`src/rtl/alu_exec_unit_pkg.sv`:
```
// -----------------------------------------------------------------------------
// alu_exec_unit_pkg
//   Shared definitions for the EX-stage execute unit and the ALU control
//   decoder that feeds it:
//     - 4-bit ALU control op codes (ALU_*)
//     - FSM state encoding of the execute unit
//     - shift direction encoding used by the iterative shifter
//     - default datapath width
//     - is_shift_op(): true for the op codes routed to the iterative shifter
// -----------------------------------------------------------------------------
package alu_exec_unit_pkg;

  localparam int XLEN_DEFAULT = 64;

  // Op codes produced by the ALU control decoder.
  localparam logic [3:0] ALU_AND  = 4'b0000;
  localparam logic [3:0] ALU_OR   = 4'b0001;
  localparam logic [3:0] ALU_ADD  = 4'b0010;
  localparam logic [3:0] ALU_SUB  = 4'b0110;
  localparam logic [3:0] ALU_SLT  = 4'b0111;
  localparam logic [3:0] ALU_XOR  = 4'b1000;
  localparam logic [3:0] ALU_SLL  = 4'b1001;
  localparam logic [3:0] ALU_SRL  = 4'b1010;
  localparam logic [3:0] ALU_SRA  = 4'b1011;
  localparam logic [3:0] ALU_SLTU = 4'b1100;
  localparam logic [3:0] ALU_NOP  = 4'b1111;

  // Execute unit control states.
  typedef enum logic [1:0] {
    IDLE  = 2'd0,
    SHIFT = 2'd1,
    DONE  = 2'd2
  } alu_state_e;

  typedef enum logic {
    SH_LEFT  = 1'b0,
    SH_RIGHT = 1'b1
  } shift_dir_e;

  function automatic logic is_shift_op(input logic [3:0] code);
    return (code == ALU_SLL) || (code == ALU_SRL) || (code == ALU_SRA);
  endfunction

endpackage

```
`src/rtl/alu_exec_unit_if.sv`:
```
// -----------------------------------------------------------------------------
// alu_exec_unit_if
//   Handshake bundle between the pipeline and the execute unit.
//     Request side : in_valid, in_ready, alu_control, op_a, op_b
//     Response side: out_valid, out_ready, result, zero, busy
//   master modport: the pipeline stage issuing ops and consuming results.
//   slave  modport: the execute unit itself.
// -----------------------------------------------------------------------------
interface alu_exec_unit_if
  import alu_exec_unit_pkg::*;
#(
  parameter int XLEN = XLEN_DEFAULT
);

  logic            in_valid;
  logic            in_ready;
  logic [3:0]      alu_control;
  logic [XLEN-1:0] op_a;
  logic [XLEN-1:0] op_b;
  logic            out_valid;
  logic            out_ready;
  logic [XLEN-1:0] result;
  logic            zero;
  logic            busy;

  modport master (
    output in_valid, alu_control, op_a, op_b, out_ready,
    input  in_ready, out_valid, result, zero, busy
  );

  modport slave (
    input  in_valid, alu_control, op_a, op_b, out_ready,
    output in_ready, out_valid, result, zero, busy
  );

endinterface

```
`src/rtl/alu_iter_shifter.sv`:
```
// -----------------------------------------------------------------------------
// alu_iter_shifter
//   Iterative shifter: moves the working value by at most SHIFT_STEP bit
//   positions per enabled cycle until the remaining count is exhausted.
//   Ports:
//     clk, reset   : clock, synchronous active-high reset (clears all state)
//     load         : capture din / shamt / direction / fill bit
//     step_en      : perform one step this cycle
//     dir, arith   : shift direction; arith selects sign fill for right shifts
//     din, shamt   : shift source and amount (0..63)
//     value_next   : working value after the current step (valid with done)
//     done         : step_en and this step consumes the last remaining bits
// -----------------------------------------------------------------------------
module alu_iter_shifter
  import alu_exec_unit_pkg::*;
#(
  parameter int XLEN       = XLEN_DEFAULT,
  parameter int SHIFT_STEP = 1
) (
  input  logic            clk,
  input  logic            reset,
  input  logic            load,
  input  logic            step_en,
  input  shift_dir_e      dir,
  input  logic            arith,
  input  logic [XLEN-1:0] din,
  input  logic [5:0]      shamt,
  output logic [XLEN-1:0] value_next,
  output logic            done
);

  // Number of binary stages needed to shift by any amount 0..SHIFT_STEP.
  localparam int SW = $clog2(SHIFT_STEP) + 1;

  logic [XLEN-1:0] work_q, work_d;
  logic [5:0]      rem_q, rem_d;
  logic            fill_q, fill_d;
  shift_dir_e      dir_q, dir_d;
  logic [SW-1:0]   step_amt;

  // min(remaining, SHIFT_STEP); the short final step only happens when
  // remaining < SHIFT_STEP, so it fits in SW-1 bits.
  always_comb begin
    step_amt = SW'(SHIFT_STEP);
    if (rem_q < 6'(SHIFT_STEP)) begin
      step_amt = rem_q[SW-1:0];
    end
  end

  // Small log-stage shifter limited to SHIFT_STEP instead of a full barrel.
  for (genvar gi = 0; gi < SW; gi++) begin : g_stage
    localparam int K = 1 << gi;
    logic [XLEN-1:0] src;
    logic [XLEN-1:0] shifted;
    logic [XLEN-1:0] out;

    if (gi == 0) begin : g_first
      assign src = work_q;
    end else begin : g_rest
      assign src = g_stage[gi-1].out;
    end

    assign shifted = (dir_q == SH_LEFT) ? (src << K)
                                        : {{K{fill_q}}, src[XLEN-1:K]};
    assign out     = step_amt[gi] ? shifted : src;
  end

  assign value_next = g_stage[SW-1].out;
  assign done       = step_en && (rem_q <= 6'(SHIFT_STEP));

  always_comb begin
    work_d = work_q;
    rem_d  = rem_q;
    fill_d = fill_q;
    dir_d  = dir_q;
    if (load) begin
      work_d = din;
      rem_d  = shamt;
      // SRA fill comes from the original operand sign, captured once.
      fill_d = arith & din[XLEN-1];
      dir_d  = dir;
    end else if (step_en) begin
      work_d = value_next;
      rem_d  = rem_q - 6'(step_amt);
    end
  end

  always_ff @(posedge clk) begin
    if (reset) begin
      work_q <= '0;
      rem_q  <= '0;
      fill_q <= 1'b0;
      dir_q  <= SH_LEFT;
    end else begin
      work_q <= work_d;
      rem_q  <= rem_d;
      fill_q <= fill_d;
      dir_q  <= dir_d;
    end
  end

endmodule

```
`src/rtl/alu_exec_unit.sv`:
```
// -----------------------------------------------------------------------------
// alu_exec_unit
//   EX-stage execute unit. Single-cycle AND/OR/ADD/SUB/SLT/SLTU/XOR/NOP,
//   iterative SLL/SRL/SRA through alu_iter_shifter. Result and zero flag are
//   registered and held until the consumer takes them.
//   Ports:
//     clk    : clock, rising edge
//     reset  : synchronous, active-high
//     bus    : alu_exec_unit_if.slave
//              in_valid/in_ready/alu_control/op_a/op_b  request handshake
//              out_valid/out_ready/result/zero          response handshake
//              busy                                     shift in progress
//   Parameters:
//     XLEN       : operand/result width
//     SHIFT_STEP : max bits shifted per cycle (1, 2, 4, 8, 16 or 32)
// -----------------------------------------------------------------------------
module alu_exec_unit
  import alu_exec_unit_pkg::*;
#(
  parameter int XLEN       = XLEN_DEFAULT,
  parameter int SHIFT_STEP = 1
) (
  input  logic            clk,
  input  logic            reset,
  alu_exec_unit_if.slave  bus
);

  alu_state_e      state_q, state_d;
  logic [XLEN-1:0] result_q, result_d;
  logic            zero_q, zero_d;
  logic            out_valid_q, out_valid_d;
  logic            busy_q, busy_d;
  logic            in_ready_q, in_ready_d;

  logic [XLEN-1:0] alu_out;
  logic            accept;
  logic            sh_load;
  logic            sh_step;
  logic            sh_done;
  logic [XLEN-1:0] sh_value;
  shift_dir_e      sh_dir;
  logic            sh_arith;

  assign accept = bus.in_valid && in_ready_q;

  // Single-cycle datapath; undefined codes fall through to 0 like NOP.
  always_comb begin
    alu_out = '0;
    unique case (bus.alu_control)
      ALU_AND:  alu_out = bus.op_a & bus.op_b;
      ALU_OR:   alu_out = bus.op_a | bus.op_b;
      ALU_ADD:  alu_out = bus.op_a + bus.op_b;
      ALU_SUB:  alu_out = bus.op_a - bus.op_b;
      ALU_SLT:  alu_out = XLEN'($signed(bus.op_a) < $signed(bus.op_b));
      ALU_XOR:  alu_out = bus.op_a ^ bus.op_b;
      ALU_SLTU: alu_out = XLEN'(bus.op_a < bus.op_b);
      default:  alu_out = '0;
    endcase
  end

  assign sh_dir   = (bus.alu_control == ALU_SLL) ? SH_LEFT : SH_RIGHT;
  assign sh_arith = (bus.alu_control == ALU_SRA);
  assign sh_step  = (state_q == SHIFT);

  alu_iter_shifter #(
    .XLEN       (XLEN),
    .SHIFT_STEP (SHIFT_STEP)
  ) u_shifter (
    .clk        (clk),
    .reset      (reset),
    .load       (sh_load),
    .step_en    (sh_step),
    .dir        (sh_dir),
    .arith      (sh_arith),
    .din        (bus.op_a),
    .shamt      (bus.op_b[5:0]),
    .value_next (sh_value),
    .done       (sh_done)
  );

  always_comb begin
    state_d  = state_q;
    result_d = result_q;
    sh_load  = 1'b0;
    unique case (state_q)
      IDLE: begin
        if (accept) begin
          if (is_shift_op(bus.alu_control)) begin
            sh_load = 1'b1;
            if (bus.op_b[5:0] == 6'd0) begin
              result_d = bus.op_a;
              state_d  = DONE;
            end else begin
              state_d  = SHIFT;
            end
          end else begin
            result_d = alu_out;
            state_d  = DONE;
          end
        end
      end
      SHIFT: begin
        if (sh_done) begin
          result_d = sh_value;
          state_d  = DONE;
        end
      end
      DONE: begin
        // No bypass: the freed slot is only offered from the next cycle on.
        if (bus.out_ready) begin
          state_d = IDLE;
        end
      end
      default: begin
        state_d = IDLE;
      end
    endcase
    // Handshake outputs are registered decodes of the next state.
    zero_d      = (result_d == '0);
    out_valid_d = (state_d == DONE);
    busy_d      = (state_d == SHIFT);
    in_ready_d  = (state_d == IDLE);
  end

  always_ff @(posedge clk) begin
    if (reset) begin
      state_q     <= IDLE;
      result_q    <= '0;
      zero_q      <= 1'b1;
      out_valid_q <= 1'b0;
      busy_q      <= 1'b0;
      in_ready_q  <= 1'b1;
    end else begin
      state_q     <= state_d;
      result_q    <= result_d;
      zero_q      <= zero_d;
      out_valid_q <= out_valid_d;
      busy_q      <= busy_d;
      in_ready_q  <= in_ready_d;
    end
  end

  assign bus.in_ready  = in_ready_q;
  assign bus.out_valid = out_valid_q;
  assign bus.result    = result_q;
  assign bus.zero      = zero_q;
  assign bus.busy      = busy_q;

endmodule

```
`src/flat_wrapper.sv`:
```
// flat-port wrapper written by rule: the top's interface ports become plain ports
module alu_exec_unit_flat import alu_exec_unit_pkg::*;
#(
  parameter int XLEN       = XLEN_DEFAULT,
  parameter int SHIFT_STEP = 1
)
  (clk, reset, bus_in_valid, bus_alu_control, bus_op_a, bus_op_b, bus_out_ready, bus_in_ready, bus_out_valid, bus_result, bus_zero, bus_busy);
  alu_exec_unit_if #(.XLEN(XLEN)) bus_i ();
  input  logic clk;
  input  logic reset;
  input wire logic [$bits(bus_i.in_valid)-1:0] bus_in_valid;
  input wire logic [$bits(bus_i.alu_control)-1:0] bus_alu_control;
  input wire logic [$bits(bus_i.op_a)-1:0] bus_op_a;
  input wire logic [$bits(bus_i.op_b)-1:0] bus_op_b;
  input wire logic [$bits(bus_i.out_ready)-1:0] bus_out_ready;
  output wire logic [$bits(bus_i.in_ready)-1:0] bus_in_ready;
  output wire logic [$bits(bus_i.out_valid)-1:0] bus_out_valid;
  output wire logic [$bits(bus_i.result)-1:0] bus_result;
  output wire logic [$bits(bus_i.zero)-1:0] bus_zero;
  output wire logic [$bits(bus_i.busy)-1:0] bus_busy;
  assign bus_i.in_valid = bus_in_valid;
  assign bus_i.alu_control = bus_alu_control;
  assign bus_i.op_a = bus_op_a;
  assign bus_i.op_b = bus_op_b;
  assign bus_i.out_ready = bus_out_ready;
  assign bus_in_ready = bus_i.in_ready;
  assign bus_out_valid = bus_i.out_valid;
  assign bus_result = bus_i.result;
  assign bus_zero = bus_i.zero;
  assign bus_busy = bus_i.busy;
  alu_exec_unit #(.XLEN(XLEN), .SHIFT_STEP(SHIFT_STEP)) u_core (.clk(clk), .reset(reset), .bus(bus_i));
endmodule
```
`config.mk`:
```
export PLATFORM = sky130hd
export DESIGN_NAME = alu_exec_unit_flat
export DESIGN_NICKNAME = d
export VERILOG_FILES = /design/src/rtl/alu_exec_unit_pkg.sv /design/src/rtl/alu_exec_unit_if.sv /design/src/rtl/alu_iter_shifter.sv /design/src/rtl/alu_exec_unit.sv /design/src/flat_wrapper.sv
export SDC_FILE = /design/constraint.sdc
export NUM_CORES = 1
export LEC_CHECK = 0
export ABC_AREA = 1
export CAP_MARGIN = 0
export CELL_PAD_IN_SITES_DETAIL_PLACEMENT = 0
export CELL_PAD_IN_SITES_GLOBAL_PLACEMENT = 2
export CORE_ASPECT_RATIO = 0.9
export CORE_UTILIZATION = 31
export CTS_BUF_LIST = sky130_fd_sc_hd__clkbuf_16
export CTS_CLUSTER_DIAMETER = 200
export DETAILED_ROUTE_END_ITERATION = 6
export PLACE_DENSITY_LB_ADDON = 0.1
export SYNTH_ARGS = -nofsm -noshare
export SYNTH_HDL_FRONTEND = slang
export SYNTH_SLANG_ARGS = --single-unit
```
`constraint.sdc`:
```
create_clock -name clk -period 3.5 [get_ports clk]
set_input_delay 1.05 -clock clk [delete_from_list [all_inputs] [get_ports clk]]
set_output_delay 1.05 -clock clk [all_outputs]
set_load 0.02 [all_outputs]
```
==> reports/metrics.yaml <==
outcome:
  run_status: "finished with violations"
  violations: "negative setup slack"
floorplanning:
  initial_utilization_pct: 31.3
  die_w_um: 300
  dieArea_um2: 81300
  rows: 98
  pin_count: 204
  fp.coreArea_um2: 79300
  die_h_um: 271
clock_network:
  hold_buffers: 0
  clk_latency_ns: 0.44
  cts_root_buf: "clkbuf_16"
  clk_pin_slew_worst_paths_ns: 0.06
  cts_tree: "built"
  cts_buffers: 17
  clockBufferDepth: 2
  cts_max_level: 4
  cts_sinks: 142
yosys:
  synth_area_leaders: "nand2_1 (22%), inv_1 (15%), dfxtp_1 (11%)"
  ys_types: 58
  synth_warnings: 0
  ys.flop_type: "dfxtp_1"
  yosys.area.top_type: "nand2_1"
  netlist_area_um2: 24800
  synthCells: 4689
  synth_top_area_share_pct: 22.3
  synth_fp_nets: 5024
  ys_seq_elements: 142
  avgSynthCellArea_um2: 5.30
  synth_seq_area_share_pct: 11.4
  synth-edff-count: 0
  synthArstFlopShare_pct: 0
drt:
  drtPass1Iterations: 6
  routed_via_density: 5.11
  wl_per_cell_um: 22.7
  drt_iter0_drc: 3505
  ant_nets: 0
  wl_mm: 159
  route.detailed.drc: 0
  vias: 35800
grt:
  grt_pass1_vias: 33500
  grtUsageMet3_pct: 6.91
  grt_busiest_layer: "met1"
  antenna_found_initial: 7
  grt.overflow.total: 0
  use_met1_pct: 56.2
  grt_pass1_wl_mm: 224
  use_met2_pct: 56.0
  grtUsageTotal_pct: 37.9
  grt_max_degree: 85
sta:
  maxSlewViolCount: 0
  final.setup.tns_ns: -0.593
  worst_slack_ns: -0.239
  setup_viol: 5
  hold_slack_ns: 0.478
  rsz0062_at_grt: "yes"
  fmax_ghz: 0.267
  period_needed_ns: 3.74
  relSlewSlack_pct: 46.6
  clock_skew_ns: 0.0137
  hold_viol: 0
  worstMarginPinSlew_ns: 0.801
  fin_crit_sh_pct: 107
worst_setup_path:
  reg2reg_from: "u_core.u_shifter.rem_q[1]"
  r2r_end: "u_core.bus.zero"
  timing_worst_setup_path_type: "in -> reg"
  r2r_cells: 19
  r2r_slack_ns: 0.67
  required_ns: 3.87
  crit_path_start_kind: "input port"
  cp_data_arrival_time_ns: 4.11
  cp_max_fo: 7
  cp-end-kind: "register"
layout:
  drive_gt1_share_pct: 42.2
  nFillCells: 8456
  final_common_cell: "buf_4"
  layout_common_cells: "buf_4 (1117), nand2_1 (1114), inv_1 (757)"
  instances_no_fill: 7016
  syn2layout_area_growth_pct: 68.8
  nets: 6287
power_and_ir_drop:
  p_total_mw: 11.0
  power_density_nw_per_um2: 261
  peakVddDrop_mv: 0.313
  p_leak_nw: 21.6
min_path:
  hold_path_startpoint: "u_core.u_shifter.fill_q"
  hold_path_depth: 2
  min_path_type: "reg -> reg"
  whs_endpoint: "u_core.u_shifter.fill_q"
place:
  place.gp.congestion: 1.03
  place_ws_ns: -1.76
  placedCellCount: 6808
  portBuffers: 203
  dp.final_hpwl_mm: 132
run:
  drv_cap: 0
[kinds of logic after synthesis]
logic type      synth area share (%)
flops                           11.4
compound gates                  18.7
buf+inv                         19.7
fa+ha+maj                       10.1
simple gates                    39.9
mux                           0.0806
xor+xnor                      0.0353
[flip-flops by register name (all words and copies together) (netlist names)]
register / cells
u_core.bus.result: 64
u_core.u_shifter.g_stage.src: 64
u_core.bus.out_valid: 1
u_core.bus.in_ready: 1
u_core.u_shifter.rem_q: 6
u_core.bus.zero: 1
u_core.u_shifter.dir_q: 1
u_core.state_q: 2
u_core.bus.busy: 1
u_core.u_shifter.fill_q: 1
[per-layer routing]
metal | share of wire [%] | wire (µm) | vias to the layer above
met5 | 0.017 | 27 | -
met4 | 2.0 | 3250 | 4
met2 | 41 | 65800 | 1400
met1 | 47 | 75600 | 17000
met3 | 9.1 | 14500 | 143
li1 | - | - | 17300
[critical path, stage by stage]
cell and delay [ns]:
buf_2 0.12, inv_2 0.10, ha_4 0.25, buf_4 0.16, nor2_4 0.20, nand2_2 0.11
nor2_4 0.13, inv_2 0.04, buf_4 0.13, nor3_4 0.26, nand2_4 0.13, nand2_2 0.07
nand2_1 0.06, nand3_2 0.07, nand4_1 0.30, nand2_1 0.15, nand2_1 0.08, a21oi_2 0.15
nand2_1 0.08, nor2_2 0.10, nand2_1 0.08, nor2_2 0.12, nand3_1 0.08, nand2_1 0.06
[area by class of cell]
cell class	count	area [µm²]	share of cell area, %
tap	1050	1310	3.13
clock buffer	17	425	1.01
sequential	142	2850	6.79
inverter	1010	3890	9.28
antenna	1	2.50	0.00597
clock inverter	15	128	0.304
timing repair buffer	1438	11900	28.3
multi-input combinational	3343	21500	51.2
[worst max path at each step]
stage	to	from	slack, ns
after floorplan	u_core.bus.zero	bus_op_b[0]	0.24
after global placement	u_core.bus.zero	bus_op_b[28]	-1.80
after detailed placement	u_core.bus.zero	bus_op_b[28]	-1.76
after CTS	u_core.bus.zero	bus_op_a[13]	-0.13
after global routing	u_core.bus.zero	bus_op_a[17]	-0.33
final	u_core.bus.zero	bus_op_a[34]	-0.24
[cells in the mapped netlist (2+ instances only)]
| cell | count |
|---|---|
| nand2_2 | 23 |
| o21ai_1 | 41 |
| a21oi_2 | 9 |
| o221ai_1 | 9 |
| clkbuf_1 | 74 |
| inv_2 | 27 |
| a22oi_1 | 45 |
| nor2_2 | 54 |
| fa_1 | 2 |
| buf_1 | 14 |
| ha_1 | 197 |
| nor2_1 | 377 |
| nor2_4 | 10 |
| o211ai_1 | 61 |
| nand3_2 | 13 |
| and2_1 | 6 |
| a221oi_1 | 33 |
| or2_2 | 6 |
| mux2i_1 | 2 |
| buf_4 | 36 |
| buf_2 | 45 |
| o21bai_1 | 10 |
| clkinv_1 | 5 |
| a211oi_1 | 2 |
| buf_6 | 20 |
| a21oi_1 | 250 |
| clkbuf_8 | 3 |
| nor2_8 | 2 |
| o21ai_0 | 174 |
| nand4_1 | 79 |
| dfxtp_1 | 142 |
| nand3_1 | 268 |
| nor3_2 | 10 |
| nor3_1 | 24 |
| nand2_1 | 1474 |
| a32o_1 | 7 |
| nor4_1 | 4 |
| a31oi_1 | 13 |
| o22ai_1 | 123 |
| inv_1 | 977 |
[metrics by stage]
stage | util [%] | instance area (µm²)
after floorplan | - | 24800
after global placement | 44.8 | 35600
after detailed placement | 44.8 | 35600
after CTS | 50.9 | 40400
after global routing | 52.9 | 41900
final | 52.9 | 41900
[power breakdown]
group	internal (mW)	switching (mW)
Combinational	3.07	4.21
Clock	0.973	0.803
Sequential	1.75	0.159
Total	5.79	5.17
[repair_timing]
item,4_1_cts,5_1_grt
buffers inserted,137,45
cloned,0,0
resized for setup,1503,425
setup endpoints to repair,61,24
pin swaps,317,255
No activity file was read; power rests on OpenSTA's default activity.
